<file path="config.mk">
export PLATFORM = sky130hd
export DESIGN_NAME = pkg_sched
export DESIGN_NICKNAME = d
export VERILOG_FILES = /design/src/rtl/pkg_sched_pkg.sv /design/src/rtl/pkg_tmo.sv /design/src/rtl/pkg_sched.sv
export SDC_FILE = /design/constraint.sdc
export NUM_CORES = 1
export LEC_CHECK = 0
export ABC_AREA = 1
export BUFFER_PORTS_ARGS = -buffer_cell sky130_fd_sc_hd__buf_2
export CORE_MARGIN = 2
export CORE_UTILIZATION = 51
export CTS_CLUSTER_DIAMETER = 40
export DETAILED_ROUTE_END_ITERATION = 8
export PLACE_DENSITY = 0.86
export SKIP_LAST_GASP = 1
export SLEW_MARGIN = 20
export SYNTH_ARGS = -nofsm -noshare
export SYNTH_HDL_FRONTEND = slang
export SYNTH_SLANG_ARGS = --single-unit
</file>
<file path="constraint.sdc">
create_clock -name clk_sys -period 1.7 [get_ports clk_sys]
set_input_delay 0.34 -clock clk_sys [delete_from_list [all_inputs] [get_ports clk_sys]]
set_output_delay 0.34 -clock clk_sys [all_outputs]
set_load 0.02 [all_outputs]
</file>
<file path="src/rtl/pkg_sched_pkg.sv">
// Shared types for the package-layer packet scheduler: FSM states and path codes.
package pkg_sched_pkg;

   typedef enum logic [1:0] {
      ST_IDLE = 2'd0,
      ST_FIRE = 2'd1,
      ST_WAIT = 2'd2,
      ST_GAP  = 2'd3
   } state_e;

   typedef enum logic {
      PATH_CHIP = 1'b0,
      PATH_APP  = 1'b1
   } path_e;

endpackage

</file>
<file path="src/rtl/pkg_tmo.sv">
// Microsecond watchdog: counts pluse_us ticks since the last clear, saturating,
// and flags expiry once the count reaches a non-zero limit.
module pkg_tmo #(
   parameter int unsigned TMO_W = 16
) (
   input  logic             clk_sys,
   input  logic             rst_n,
   input  logic             clr,
   input  logic             pluse_us,
   input  logic [TMO_W-1:0] cfg_tmo,
   output logic             expire
);

   logic [TMO_W-1:0] cnt_q, cnt_d;

   always_comb begin
      cnt_d = cnt_q;
      if (clr) begin
         cnt_d = '0;
      end else if (pluse_us && (cnt_q != '1)) begin
         cnt_d = cnt_q + TMO_W'(1);
      end
   end

   always_ff @(posedge clk_sys or negedge rst_n) begin
      if (!rst_n) begin
         cnt_q <= '0;
      end else begin
         cnt_q <= cnt_d;
      end
   end

   // A zero limit disables the watchdog entirely.
   assign expire = (cfg_tmo != '0) && (cnt_q >= cfg_tmo);

endmodule

</file>
<file path="src/rtl/pkg_sched.sv">
// Chip/app packet scheduler: urgency/priority/round-robin grant, fire/done
// handshake FSM, output-mux select and watchdog abort.
module pkg_sched
   import pkg_sched_pkg::*;
#(
   parameter int unsigned TMO_W = 16,
   parameter int unsigned CNT_W = 16
) (
   input  logic             clk_sys,
   input  logic             rst_n,
   input  logic             pluse_us,
   input  logic [1:0]       cfg_en,
   input  logic             cfg_prio,
   input  logic [TMO_W-1:0] cfg_tmo,
   input  logic             tmo_clr,
   input  logic             pcbuf_empty,
   input  logic             pcbuf_full,
   input  logic             pabuf_empty,
   input  logic             pabuf_full,
   output logic             fire_pchip,
   input  logic             done_pchip,
   output logic             fire_papp,
   input  logic             done_papp,
   output logic             mux_sel,
   output logic             busy,
   output logic             tmo_err,
   output logic [CNT_W-1:0] pkg_cnt
);

   state_e           state_q, state_d;
   path_e            gsel_q, gsel_d;
   path_e            lg_q, lg_d;
   path_e            grant;
   logic             fire_c_q, fire_c_d;
   logic             fire_a_q, fire_a_d;
   logic             busy_q, busy_d;
   logic             tmo_err_q, tmo_err_d;
   logic [CNT_W-1:0] cnt_q, cnt_d;
   logic [TMO_W-1:0] tmo_lim_q, tmo_lim_d;
   logic             req_c, req_a, urg_c, urg_a;
   logic             done_g, tmo_set, expire;

   assign req_c = cfg_en[0] & ~pcbuf_empty;
   assign req_a = cfg_en[1] & ~pabuf_empty;
   assign urg_c = req_c & pcbuf_full;
   assign urg_a = req_a & pabuf_full;

   // A lone urgent path wins outright; otherwise priority or round-robin.
   always_comb begin
      grant = PATH_CHIP;
      if (urg_c != urg_a) begin
         if (urg_a) grant = PATH_APP;
      end else if (req_c && req_a) begin
         if (!cfg_prio && (lg_q == PATH_CHIP)) grant = PATH_APP;
      end else if (req_a) begin
         grant = PATH_APP;
      end
   end

   assign done_g = (gsel_q == PATH_APP) ? done_papp : done_pchip;

   always_comb begin
      state_d   = state_q;
      gsel_d    = gsel_q;
      lg_d      = lg_q;
      fire_c_d  = 1'b0;
      fire_a_d  = 1'b0;
      cnt_d     = cnt_q;
      tmo_lim_d = tmo_lim_q;
      tmo_set   = 1'b0;
      case (state_q)
         ST_IDLE: begin
            if (req_c || req_a) begin
               state_d   = ST_FIRE;
               gsel_d    = grant;
               tmo_lim_d = cfg_tmo;
               fire_c_d  = (grant == PATH_CHIP);
               fire_a_d  = (grant == PATH_APP);
            end
         end
         ST_FIRE: state_d = ST_WAIT;
         ST_WAIT: begin
            if (done_g) begin
               state_d = ST_GAP;
               cnt_d   = cnt_q + CNT_W'(1);
            end else if (expire) begin
               state_d = ST_GAP;
               tmo_set = 1'b1;
            end
         end
         ST_GAP: begin
            lg_d    = gsel_q;
            state_d = ST_IDLE;
         end
         default: state_d = ST_IDLE;
      endcase
      busy_d    = (state_d != ST_IDLE);
      tmo_err_d = tmo_set | (tmo_err_q & ~tmo_clr);
   end

   always_ff @(posedge clk_sys or negedge rst_n) begin
      if (!rst_n) begin
         state_q   <= ST_IDLE;
         gsel_q    <= PATH_CHIP;
         lg_q      <= PATH_APP;
         fire_c_q  <= 1'b0;
         fire_a_q  <= 1'b0;
         busy_q    <= 1'b0;
         tmo_err_q <= 1'b0;
         cnt_q     <= '0;
         tmo_lim_q <= '0;
      end else begin
         state_q   <= state_d;
         gsel_q    <= gsel_d;
         lg_q      <= lg_d;
         fire_c_q  <= fire_c_d;
         fire_a_q  <= fire_a_d;
         busy_q    <= busy_d;
         tmo_err_q <= tmo_err_d;
         cnt_q     <= cnt_d;
         tmo_lim_q <= tmo_lim_d;
      end
   end

   // Limit is captured at grant so a cfg_tmo change cannot hit a packet in flight.
   pkg_tmo #(
      .TMO_W (TMO_W)
   ) u_tmo (
      .clk_sys  (clk_sys),
      .rst_n    (rst_n),
      .clr      (state_q == ST_FIRE),
      .pluse_us (pluse_us),
      .cfg_tmo  (tmo_lim_q),
      .expire   (expire)
   );

   assign fire_pchip = fire_c_q;
   assign fire_papp  = fire_a_q;
   assign mux_sel    = gsel_q;
   assign busy       = busy_q;
   assign tmo_err    = tmo_err_q;
   assign pkg_cnt    = cnt_q;

endmodule

</file>
Yosys cells after proc, flatten, opt, wreduce, memory -nomap -nowiden
Cells that the tools add are included.
{"block": "word_totals", "ff_bits": 56, "in_bits": 29, "out_inout_bits": 21, "word_cells": 60}
{"block": "classes", "add_sub_neg": 2, "magnitude_cmp": 1, "n_eq_ne": 5, "muxes": 19, "n_bitwise": 11, "reduce_logical": 12}
{"cell": "adder 16 x 1 -> 16 bit, second input constant", "count": 2}
{"cell": "2-to-1 mux 16 bit", "count": 2}
{"cell": ">= comparator 16 bit", "count": 1}
{"cell": "!= test 16 bit, second input constant", "count": 1}
{"cell": "nonzero test 16 bit", "count": 1}
{"cell": "2-to-1 mux 1 bit", "count": 13}
{"cell": "case mux 2 bit (4 select lines)", "count": 1}
{"cell": "2-to-1 mux 2 bit", "count": 3}
{"cell": "bitwise AND 1 bit", "count": 5}
{"cell": "NOT 1 bit", "count": 5}
{"cell": "== test 2 bit, second input constant", "count": 2}
{"cell": "logical AND 1 bit", "count": 4}
{"cell": "AND reduction 2 bit", "count": 2}
{"cell": "nonzero test 2 bit", "count": 2}
{"cell": "== test 2 x 1 -> 1 bit, second input constant", "count": 1}
{"cell": "logical NOT 2 bit", "count": 1}
{"cell": "logical NOT 1 bit", "count": 1}
{"cell": "logical OR 1 bit", "count": 1}
{"cell": "!= test 1 bit", "count": 1}
{"cell": "OR 1 bit", "count": 1}

Logic depth before layout (Yosys ltp)
Gate-level depths: netlist (run 1).
{"block": "depth", "depth_word": 8, "mapped_depth": 15, "depth_no_buf": 15}

By module
From an unflattened synthesis (run 1), not the netlist that was laid out.
{"block": "unflattened", "hier_cells": 449, "area_unflattened_um2": 3420.8}
{"mod": "pkg_sched", "instances": 1, "cells_each": 229, "area_per_inst_um2": 1949.4, "seq_area_each_um2": 1002.2}
{"mod": "pkg_tmo", "instances": 1, "cells_each": 220, "area_per_inst_um2": 1471.4, "seq_area_each_um2": 400.4}

Worst setup path after synthesis (run 1)
OpenSTA, ideal clock, no wires.
{"block": "synth_timing", "path_type": "register -> register", "from": "register state_q[0]", "to": "register cnt_q[12] (netlist: pkg_cnt[12])", "setup_time_ns": 0.123, "t_arrival_ns": 1.486, "required_time_ns": 1.577, "slack_ns": 0.092, "stages_incl_launch_ff": 10, "n_path_buf": 1, "period_less_slack_ns": 1.608, "path_cell_list": "dfrtp_1 -> inv_1 -> ha_1 -> inv_1 -> nor2_1 -> buf_4 -> nand4_4 -> nor2_2 -> nand3_1 -> xor2_1"}
{"block": "synth_between", "elab_chain_cells": 2}
{"item": "start, declared", "line": "pkg_sched.sv:30", "source": "state_e state_q, state_d;"}
{"item": "start signal, assigned", "line": "pkg_sched.sv:113", "source": "state_q <= state_d;"}
{"item": "== test 2 bit", "line": "pkg_sched.sv:71", "source": "case (state_q)"}
{"item": "AND reduction 2 bit (no source line)"}
{"item": "end signal, assigned", "line": "pkg_sched.sv:120", "source": "cnt_q <= cnt_d;"}
{"item": "end, declared", "line": "pkg_sched.sv:38", "source": "logic [CNT_W-1:0] cnt_q, cnt_d;"}
No other way between the ends.
A chain may end at the register's enable or synchronous reset.

Final worst setup path (run 1)
{"block": "layout_timing", "from": "register u_tmo.cnt_q[0]", "to": "register u_tmo.cnt_q[4]"}
{"block": "layout_between", "elab_chain_cells": 3, "word_cells_on_any_way": 6, "classes_between": "1 x add/sub; 1 x eq/ne; 2 x mux; 2 x reduce/logical"}
{"item": "start, declared", "line": "pkg_tmo.sv:14", "source": "logic [TMO_W-1:0] cnt_q, cnt_d;"}
{"item": "start signal, assigned", "line": "pkg_tmo.sv:29", "source": "cnt_q <= cnt_d;"}
{"item": "adder 16 x 1 -> 16 bit / != test 16 bit (equally long branches)", "line": "pkg_tmo.sv:21, pkg_tmo.sv:20"}
{"item": "2-to-1 mux 16 bit / logical AND 1 bit (equally long branches)", "line": "pkg_tmo.sv:20", "source": "end else if (pluse_us && (cnt_q != '1)) begin"}
{"item": "2-to-1 mux 16 bit / nonzero test 2 bit (equally long branches)"}
Several ways; a longest one is shown, not always the timed one. The select of a mux whose other input is x is not followed.

==> results.py, run 1 <==
metrics = {
    "worst_setup_path": {
        "start_kind": "flop",
        "r2r_start": "u_tmo.cnt_q[0]$_DFFE_PN0P_",
        "rr_worst_depth": 10,
        "cp.required_ps": 1930,
        "crit_arrival_ps": 1890,
        "r2r-end": "u_tmo.cnt_q[4]$_DFFE_PN0P_",
        "end_kind": "flop",
        "path_max_fanout": 7,
        "r2r_slack_ps": 30,
        "criticalPathCategory": "reg -> reg",
    },
    "die": {
        "row_count": 28,
        "dieArea_um2": 6900,
        "core_area_um2": 5990,
        "fp.dieW_um": 83.1,
        "die_y_um": 83.1,
        "start_util_pct": 53.2,
        "io-pin-count": 50,
    },
    "routing": {
        "via_per_inst": 5.40,
        "drtIter0Drc": 215,
        "dr.pass1.iters": 5,
        "ant_nets": 0,
        "drc_errors": 0,
        "route.vias.total": 2915,
        "wl_per_cell_um": 14.2,
        "wl_mm": 7.64,
    },
    "logic_synthesis": {
        "ys_seq_area_share_pct": 44.0,
        "synth_simple_gate_area_share_pct": 24.4,
        "async_flop_share_pct": 100,
        "synth_edf_count": 0,
        "yosys_warnings": 0,
        "netlist_area_um2": 3190,
        "yosysTopAreaCellShare_pct": 43.2,
        "synth.avg_cell_area_um2": 8.21,
        "synth_ff_type": "dfrtp_1",
        "synth_top_family_by_area": "simple AND/OR/NAND/NOR gates",
        "synthAdderAreaFrac_pct": 8.64,
        "synthTopCellsByArea": "dfrtp_1 (43%), nand2_1 (9.0%), ha_1 (8.6%)",
        "synth-seq-cells": 56,
        "syn_inst": 388,
        "ys_types": 35,
        "post-synth-top-count-cell": "nand2_1",
        "synth_largest_area_cell": "dfrtp_1",
        "synth_xor_area_share_pct": 4.67,
        "synth_top_cells_by_count": "nand2_1 (76), dfrtp_1 (55), inv_1 (51)",
        "synth_compound_area_share_pct": 9.82,
        "synthMuxAreaShare_pct": 0.707,
        "syn-num-nets": 439,
    },
    "final_layout": {
        "fill_cells": 463,
        "diodes": 0,
        "layout-drive-gt1-share_pct": 24.5,
        "layout.nets": 515,
        "stdcell_area_um2": 3890,
        "syn_to_final_growth_pct": 22.2,
    },
    "clock_tree": {
        "htreeDepth": 2,
        "clock_latency_ps": 310,
        "ctsHoldBuffers": 0,
        "cts.reportedPaths.clkPinSlew_ps": 100,
        "cts_made_buffers": 5,
        "cts_tree": "built",
        "clock-sinks": 56,
        "cts_buffer_depth": 2,
        "cts_root_buf": "clkbuf_8",
    },
    "sta": {
        "fin_crit_ps": 1670,
        "max_freq_mhz": 599,
        "period_share_pct": 98.1,
        "setup_violations": 0,
        "whs_ps": 9.67,
        "skew_ps": 7.35,
        "finalMaxSlewViolations": 0,
        "worst_pin_slew_ps": 410,
        "finalHoldViolCount": 0,
        "max_slew_margin_pct": 72.4,
        "rsz0062_at_grt": "true",
    },
    "global_route": {
        "met1_usage_pct": 26.8,
        "top_usage_layer": "met2",
        "grt_pass1_wl_mm": 12.6,
        "grt_max_degree": 57,
        "met2_usage_pct": 39.0,
        "grt-ovfl-total": 0,
        "grt_pass1_vias": 2849,
        "use_met3_pct": 3.98,
        "track_usage_pct": 22.2,
        "antenna_found_initial": 0,
    },
    "placed_design": {
        "port_buffers": 49,
        "place_hpwl_mm": 5.42,
        "gp_congestion": 0.879,
        "place_area_um2": 3590,
    },
    "run_status": {
        "status": "completed",
    },
    "min_path": {
        "hp-class": "in -> async",
    },
    "power_and_ir_drop": {
        "vdd_drop_max_v": 0.000920,
        "p_per_area_nw_per_um2": 1310,
        "leakagePower_nw": 1.96,
    },
    "flow_run": {
        "maxCapViolCount": 0,
    },
}
-- placed cells by master (no fill, tap or decap), types with 11 or more instances in the layout --
cell type / count
nor2_1: 40
nand3_1: 18
inv_1: 47
buf_2: 49
nand2_1: 73
ha_1: 19
nor3_1: 11
a21oi_1: 28
xor2_1: 11
dfrtp_1: 53
nand4_1: 13
buf_4: 23
o21ai_0: 13
-- worst max path at each step --
stage                                     from                     endpoint  slack, ps  depth (start not counted)
CTS                 u_tmo.cnt_q[1]$_DFFE_PN0P_  u_tmo.cnt_q[10]$_DFFE_PN0P_          2                         10
floorplan                 state_q[0]$_DFF_PN0_      pkg_cnt[12]$_DFFE_PN0P_         90                          9
global route          tmo_lim_q[1]$_DFFE_PN0P_               busy$_DFF_PN0_       -110                         14
detailed placement  u_tmo.cnt_q[1]$_DFFE_PN0P_  u_tmo.cnt_q[10]$_DFFE_PN0P_        0.9                         10
global placement    u_tmo.cnt_q[1]$_DFFE_PN0P_  u_tmo.cnt_q[10]$_DFFE_PN0P_         60                         10
finish              u_tmo.cnt_q[0]$_DFFE_PN0P_   u_tmo.cnt_q[4]$_DFFE_PN0P_         30                         10
-- cell families after synthesis --
| family | count (synthesis) |
|---|---|
| flops | 56 |
| simple gates | 172 |
| xor+xnor | 17 |
| fa+ha+maj | 22 |
| buf+inv | 62 |
| mux | 2 |
| compound gates | 57 |
-- worst max-delay path: stages (launching register included) --
cell	delay (ps)
dfrtp_1	400
ha_2	210
nand3_1	130
inv_2	100
nand2_2	80
o21ai_4	170
buf_12	150
nand2_8	70
inv_1	120
nand2_1	70
o31ai_1	60
-- registers in the layout, summed over array words and instances, names as in the netlist --
| signal | count |
|---|---|
| busy | 1 |
| fire_papp | 1 |
| fire_pchip | 1 |
| lg_q | 1 |
| mux_sel | 1 |
| pkg_cnt | 16 |
| state_q | 2 |
| tmo_err | 1 |
| tmo_lim_q | 16 |
| u_tmo.cnt_q | 16 |
-- report_power, final --
| part | switching, mW | internal [mW] | leakage (nW) | total [mW] |
|---|---|---|---|---|
| Clock | 0.427 | 0.438 | 0.0552 | 0.865 |
| Sequential | 0.280 | 1.72 | 0.695 | 2.00 |
| Combinational | 1.36 | 0.866 | 1.21 | 2.23 |
| Total | 2.07 | 3.02 | 1.96 | 5.09 |
-- metrics by stage --
step | power, mW | setup slack [ps] | TNS (ps) | utilization (%) | instances
after detailed placement | 3.95 | 0.889 | 0 | 59.9 | 517
after CTS | 4.87 | 2.36 | 0 | 62.1 | 527
after global placement | 3.82 | 59.5 | 0 | 59.9 | 517
after global routing | 5.49 | -107 | -859 | 65.0 | 540
after floorplan | 3.32 | 91.6 | 0 | - | 388
final | 5.09 | 31.9 | 0 | 65.0 | 540
-- repair_timing --
action,4_1_cts,5_1_grt
gates cloned,0,2
resized for setup,1,18
pin swaps,1,5
endpoints found under the setup margin,5,26
setup buffers,2,11
-- routing by layer --
| metal | vias up | wire, um |
|---|---|---|
| met5 | - | 0 |
| met4 | 0 | 248 |
| met3 | 29 | 390 |
| met2 | 101 | 3860 |
| met1 | 1359 | 3140 |
| li1 | 1426 | - |
-- area by class of cell --
cell class                 count  area, um^2  area share [%]
timing repair buffer          74         458            11.8
sequential                    56        1410            36.1
clock inverter                 2        35.0           0.899
tap                           75        93.8            2.41
clock buffer                   6        72.6            1.86
multi-input combinational    272        1620            41.6
inverter                      55         210            5.40
Note: power is estimated with default switching activity, not from simulation.
==> run 2: changes to the inputs <==
==> constraint.sdc (replaced) <==
create_clock -name clk_sys -period 1.42 [get_ports clk_sys]
set_input_delay 0.284 -clock clk_sys [delete_from_list [all_inputs] [get_ports clk_sys]]
set_output_delay 0.284 -clock clk_sys [all_outputs]
set_load 0.02 [all_outputs]
==> run 2 against run 1 <==
Effect of this change:
- critical path type unchanged
- count of clock-buffer cells in the layout is the same
- maximum frequency fell by 5.8%
- the run now ends with negative setup slack left
- worst hold slack improved by 180 ps
- critical path depth down 1
- utilization grew 16 points
==> results.py, run 2 (synthesized netlist as in run 1, its figures left out) <==
metrics = {
    "sta": {
        "fin_setup_tns_ps": -5240,
        "setup_violations": 27,
        "fin_ws_ps": -350,
        "period_share_pct": 125,
        "whs_ps": 186,
        "max_slew_margin_pct": 50.6,
        "finalHoldViolCount": 0,
        "skew_ps": 8.28,
        "worst_pin_slew_ps": 733,
        "fin_crit_ps": 1770,
        "finalMaxSlewViolations": 0,
        "rsz0062_at_grt": "true",
        "max_freq_mhz": 565,
    },
    "routing": {
        "wl_mm": 11.5,
        "drc_errors": 0,
        "via_per_inst": 6.02,
        "dr.pass1.iters": 7,
        "drtIter0Drc": 325,
        "ant_nets": 0,
        "wl_per_cell_um": 19.4,
        "route.vias.total": 3580,
    },
    "power_and_ir_drop": {
        "power_frac_comb_pct": 53.7,
        "switching_share_pct": 42.1,
        "p_per_area_nw_per_um2": 1620,
        "vdd_drop_max_v": 0.00153,
        "seq_power_share_pct": 31.8,
        "power_mw": 7.82,
        "internal_power_mw": 4.53,
        "leakagePower_nw": 2.42,
        "clkPwrFrac_pct": 14.5,
        "switchingPower_mw": 3.29,
    },
    "worst_setup_path": {
        "worstSetupStartpoint": "u_tmo.cnt_q[9]$_DFFE_PN0P_",
        "crit_arrival_ps": 1970,
        "start_kind": "flop",
        "criticalPathCategory": "reg -> reg",
        "cp.required_ps": 1620,
        "r2r_start": "u_tmo.cnt_q[9]$_DFFE_PN0P_",
        "end_kind": "flop",
        "path_max_fanout": 3,
    },
    "final_layout": {
        "final_common_cell": "buf_4",
        "diodes": 0,
        "layout-drive-gt1-share_pct": 45.4,
        "syn_to_final_growth_pct": 51.7,
        "fin_util_pct": 80.7,
        "mostFrequentLayoutCells": "buf_4 (62), nand2_1 (61), buf_2 (49)",
        "layout.nets": 570,
    },
    "flow_run": {
        "maxCapViolCount": 0,
    },
    "global_route": {
        "grt_pass1_vias": 3193,
        "antenna_found_initial": 0,
        "grt_max_degree": 31,
        "track_usage_pct": 26.4,
        "grt_pass1_wl_mm": 15.0,
        "grt-ovfl-total": 0,
    },
    "clock_tree": {
        "clock-sinks": 56,
        "cts_made_buffers": 5,
        "cts.reportedPaths.clkPinSlew_ps": 110,
        "cts_tree": "built",
        "cts_root_buf": "clkbuf_8",
        "htreeDepth": 2,
        "clock_latency_ps": 320,
        "cts_buffer_depth": 2,
    },
    "die": {
        "row_count": 28,
        "start_util_pct": 53.2,
        "dieArea_um2": 6900,
        "io-pin-count": 50,
        "fp.dieW_um": 83.1,
        "core_area_um2": 5990,
        "die_y_um": 83.1,
    },
    "run_status": {
        "violations": "negative setup slack",
        "status": "finished with violations",
    },
    "placed_design": {
        "port_buffers": 49,
        "gp_congestion": 0.887,
        "place_hpwl_mm": 6.04,
    },
    "min_path": {
        "hp-start": "tmo_clr",
        "hp-class": "in -> reg",
    },
}
run 2: cell count changes in the layout (fill, tap and decap cells not counted), moves of 8 or more:
cell,delta
nand3_1,-10
buf_6,+8
nand2_1,-12
nand3_2,+8
buf_4,+39
nor2_1,-9
run 2: cell type report:
cell class / instances / area (um^2)
Clock inverter: 2 / 38.8
Clock buffer: 6 / 82.6
Sequential cell: 56 / 1410
Multi-Input combinational cell: 273 / 2010
Timing Repair Buffer: 128 / 971
Fill cell: 289 / 1150
Inverter: 55 / 221
Tap cell: 75 / 93.8
run 2: critical path: stages, from the launching register on:
cell and delay (ps):
dfrtp_1 450, ha_1 320, a21oi_1 190, o21ai_0 120, a21oi_1 160, nand2_1 100
nand2_2 100, nand2_2 60, nand2_2 90, nand3_2 70
run 2: worst paths after layout:
path                       cells after the start  slack, ps                       to
setup reg to reg                               9       -350           busy$_DFF_PN0_
hold reg to reg                                1        530  pkg_cnt[10]$_DFFE_PN0P_
min in group asynchronous                      3        470  pkg_cnt[14]$_DFFE_PN0P_
setup / recovery                               9       -350           busy$_DFF_PN0_
hold / removal                                 2        190        tmo_err$_DFF_PN0_
max in group asynchronous                      3        710         lg_q$_DFFE_PN1N_
run 2: metal layers:
layer / GRT usage [%] / up-vias / part of all wire [%]
li1: - / 1535 / -
met1: 33.2 / 1726 / 38
met2: 44.1 / 250 / 49
met3: 4.08 / 69 / 8.1
met4: 13.0 / 0 / 5.1
met5: 0 / - / 0
run 2: timing repair:
action,in CTS,in global routing
gates resized for setup,28,90
setup buffers,7,11
hold endpoints to repair,55,0
cloned,2,4
hold buffers,1,0
pin swaps,13,30
endpoints found under the setup margin,44,47
run 2: stage by stage:
| step | std cells | setup slack (ps) | cell area, um^2 |
|---|---|---|---|
| 2_1_floorplan | 388 | -123 | 3250 |
| 3_3_place_gp | 567 | -179 | 4030 |
| 3_5_place_dp | 567 | -271 | 4030 |
| 4_1_cts | 584 | -193 | 4350 |
| 5_1_grt | 595 | -428 | 4840 |
| 6_report | 595 | -350 | 4840 |
run 2: power groups by stage:
stage	logic, mW	clock network (mW)	registers, mW
finish	4.20	1.14	2.49
global route	4.48	1.18	2.52
CTS	3.21	1.14	2.39
detailed placement	2.87	0	2.40
global placement	2.73	0	2.37
floorplan	1.49	0	2.54
==> run 3: changes to the inputs <==
--- a/config.mk
+++ b/config.mk
@@ -11,7 +11,7 @@
 export CORE_UTILIZATION = 51
 export CTS_CLUSTER_DIAMETER = 40
 export DETAILED_ROUTE_END_ITERATION = 8
-export PLACE_DENSITY = 0.86
+export PLACE_DENSITY = 0.76
 export SKIP_LAST_GASP = 1
 export SLEW_MARGIN = 20
 export SYNTH_ARGS = -nofsm -noshare
==> run 3 against run 2 <==
Effect of this change:
- the flow still finishes with violations (negative setup slack)
- clock skew grew 0.63 ps
- worst hold slack lost 33 ps
- first-iteration DRC count decreased by 35%
- critical path depth rose by 1
- via count shrank 13%
==> results.py, run 3 (synthesized netlist as in run 1, its figures left out) <==
metrics = {
    "placed_design": {
        "dpl_worst_slack_ps": -237,
        "place_hpwl_mm": 5.72,
        "place_area_um2": 4070,
        "post-place-cells": 573,
        "gp_congestion": 0.876,
        "port_buffers": 49,
    },
    "routing": {
        "dr.pass1.iters": 5,
        "ant_nets": 0,
        "drtIter0Drc": 212,
        "wl_mm": 8.30,
        "wl_per_cell_um": 13.9,
        "route.vias.total": 3117,
        "via_per_inst": 5.23,
        "drc_errors": 0,
    },
    "min_path": {
        "hp-start": "tmo_clr",
        "hp-class": "in -> reg",
    },
    "final_layout": {
        "layout-drive-gt1-share_pct": 40.1,
        "layoutNonFillerInstCount": 596,
        "syn_to_final_growth_pct": 42.6,
        "stdcell_area_um2": 4550,
        "mostFrequentLayoutCells": "buf_4 (70), nand2_1 (68), dfrtp_1 (52)",
        "diodes": 0,
        "final_common_cell": "buf_4",
        "layout.nets": 571,
        "fill_cells": 399,
    },
    "clock_tree": {
        "cts_buffer_depth": 2,
        "cts_root_buf": "clkbuf_8",
        "clock_latency_ps": 320,
        "cts.reportedPaths.clkPinSlew_ps": 100,
        "cts_made_buffers": 5,
        "htreeDepth": 2,
        "clock-sinks": 56,
        "cts_tree": "built",
    },
    "global_route": {
        "grt_pass1_vias": 2952,
        "track_usage_pct": 23.2,
        "grt_max_degree": 57,
        "grt_pass1_wl_mm": 13.2,
        "grt-ovfl-total": 0,
        "antenna_found_initial": 0,
    },
    "worst_setup_path": {
        "end_kind": "flop",
        "crit_arrival_ps": 1920,
        "r2r_start": "tmo_lim_q[15]$_DFFE_PN0P_",
        "start_kind": "flop",
        "path_max_fanout": 2,
        "cp.required_ps": 1610,
        "worstSetupStartpoint": "tmo_lim_q[15]$_DFFE_PN0P_",
        "criticalPathCategory": "reg -> reg",
    },
    "power_and_ir_drop": {
        "leakagePower_nw": 2.32,
        "p_per_area_nw_per_um2": 1540,
        "vdd_drop_max_v": 0.00113,
        "power_mw": 6.98,
    },
    "sta": {
        "rsz0062_at_grt": "true",
        "finalMaxSlewViolations": 0,
        "fin_ws_ps": -314,
        "worst_pin_slew_ps": 448,
        "finalHoldViolCount": 0,
        "fin_crit_ps": 1730,
        "max_freq_mhz": 577,
        "max_slew_margin_pct": 69.8,
        "skew_ps": 8.91,
        "setup_violations": 26,
        "period_share_pct": 122,
    },
    "die": {
        "start_util_pct": 53.2,
        "fp.dieW_um": 83.1,
        "io-pin-count": 50,
        "dieArea_um2": 6900,
        "row_count": 28,
        "die_y_um": 83.1,
        "core_area_um2": 5990,
    },
    "run_status": {
        "status": "finished with violations",
        "violations": "negative setup slack",
    },
    "flow_run": {
        "maxCapViolCount": 0,
    },
}
## run 3: cell types whose count changed in the layout (fill, tap and decap cells not counted), sizes merged
| cell | before | now |
|---|---|---|
| buf | 125 | 131 |
| clkbuf | 8 | 5 |
| nand2 | 81 | 78 |
| inv | 54 | 56 |
| bufinv | 1 | 0 |
## run 3: area by class of cell
class,instances,area [um^2],share of cell area [%]
Clock buffer,5,68.8,1.51
Sequential cell,56,1410,30.9
Inverter,55,209,4.60
Timing Repair Buffer,132,936,20.6
Tap cell,75,93.8,2.06
Clock inverter,3,22.5,0.495
Multi-Input combinational cell,270,1810,39.8
## run 3: metrics by stage
step / hold slack [ps] / utilization [%] / setup TNS [ps]
after floorplan: -11.6 / - / -659
after CTS: 132 / 72.0 / -3290
after detailed placement: 311 / 68.0 / -3470
after global routing: 154 / 75.9 / -6780
after global placement: 307 / 68.0 / -2090
final: 153 / 75.9 / -3850
## run 3: worst max-delay path, stage by stage (launching register included)
cell	delay (ps)
dfrtp_1	400
inv_1	130
ha_1	270
a21oi_1	170
o21ai_0	110
a21oi_1	130
nand2_1	80
nand2_2	90
nand2_1	70
nand2_2	80
nand2_1	80
## run 3: path summary, 6_finish.rpt
check	end	slack (ps)	depth (start not counted)
max	state_q[0]$_DFF_PN0_	-310	10
min	tmo_err$_DFF_PN0_	150	2
max reg2reg	state_q[0]$_DFF_PN0_	-310	10
min reg2reg	pkg_cnt[15]$_DFFE_PN0P_	540	2
max in group asynchronous	u_tmo.cnt_q[6]$_DFFE_PN0P_	640	3
min in group asynchronous	tmo_lim_q[14]$_DFFE_PN0P_	490	3
## run 3: timing repair
action	CTS	global route
endpoints found under the setup margin	41	48
hold buffers	1	0
buffers inserted	6	9
endpoints found under the hold margin	55	0
pin swaps	15	24
resized for setup	24	40
cloned	0	1
## run 3: power by group
group	switching, mW	internal, mW	total [mW]
Combinational	1.97	1.69	3.66
Clock	0.558	0.355	0.913
Sequential	0.346	2.06	2.41
## run 3: layer usage
layer | vias to the layer above | wire length (um) | part of all wire [%] | track usage [%]
met1 | 1497 | 3720 | 45 | 29.7
li1 | 1534 | - | - | -
met3 | 6 | 282 | 3.4 | 4.08
met2 | 80 | 4230 | 51 | 40.0
met4 | 0 | 70 | 0.84 | 6.86
met5 | - | 0 | 0 | 0
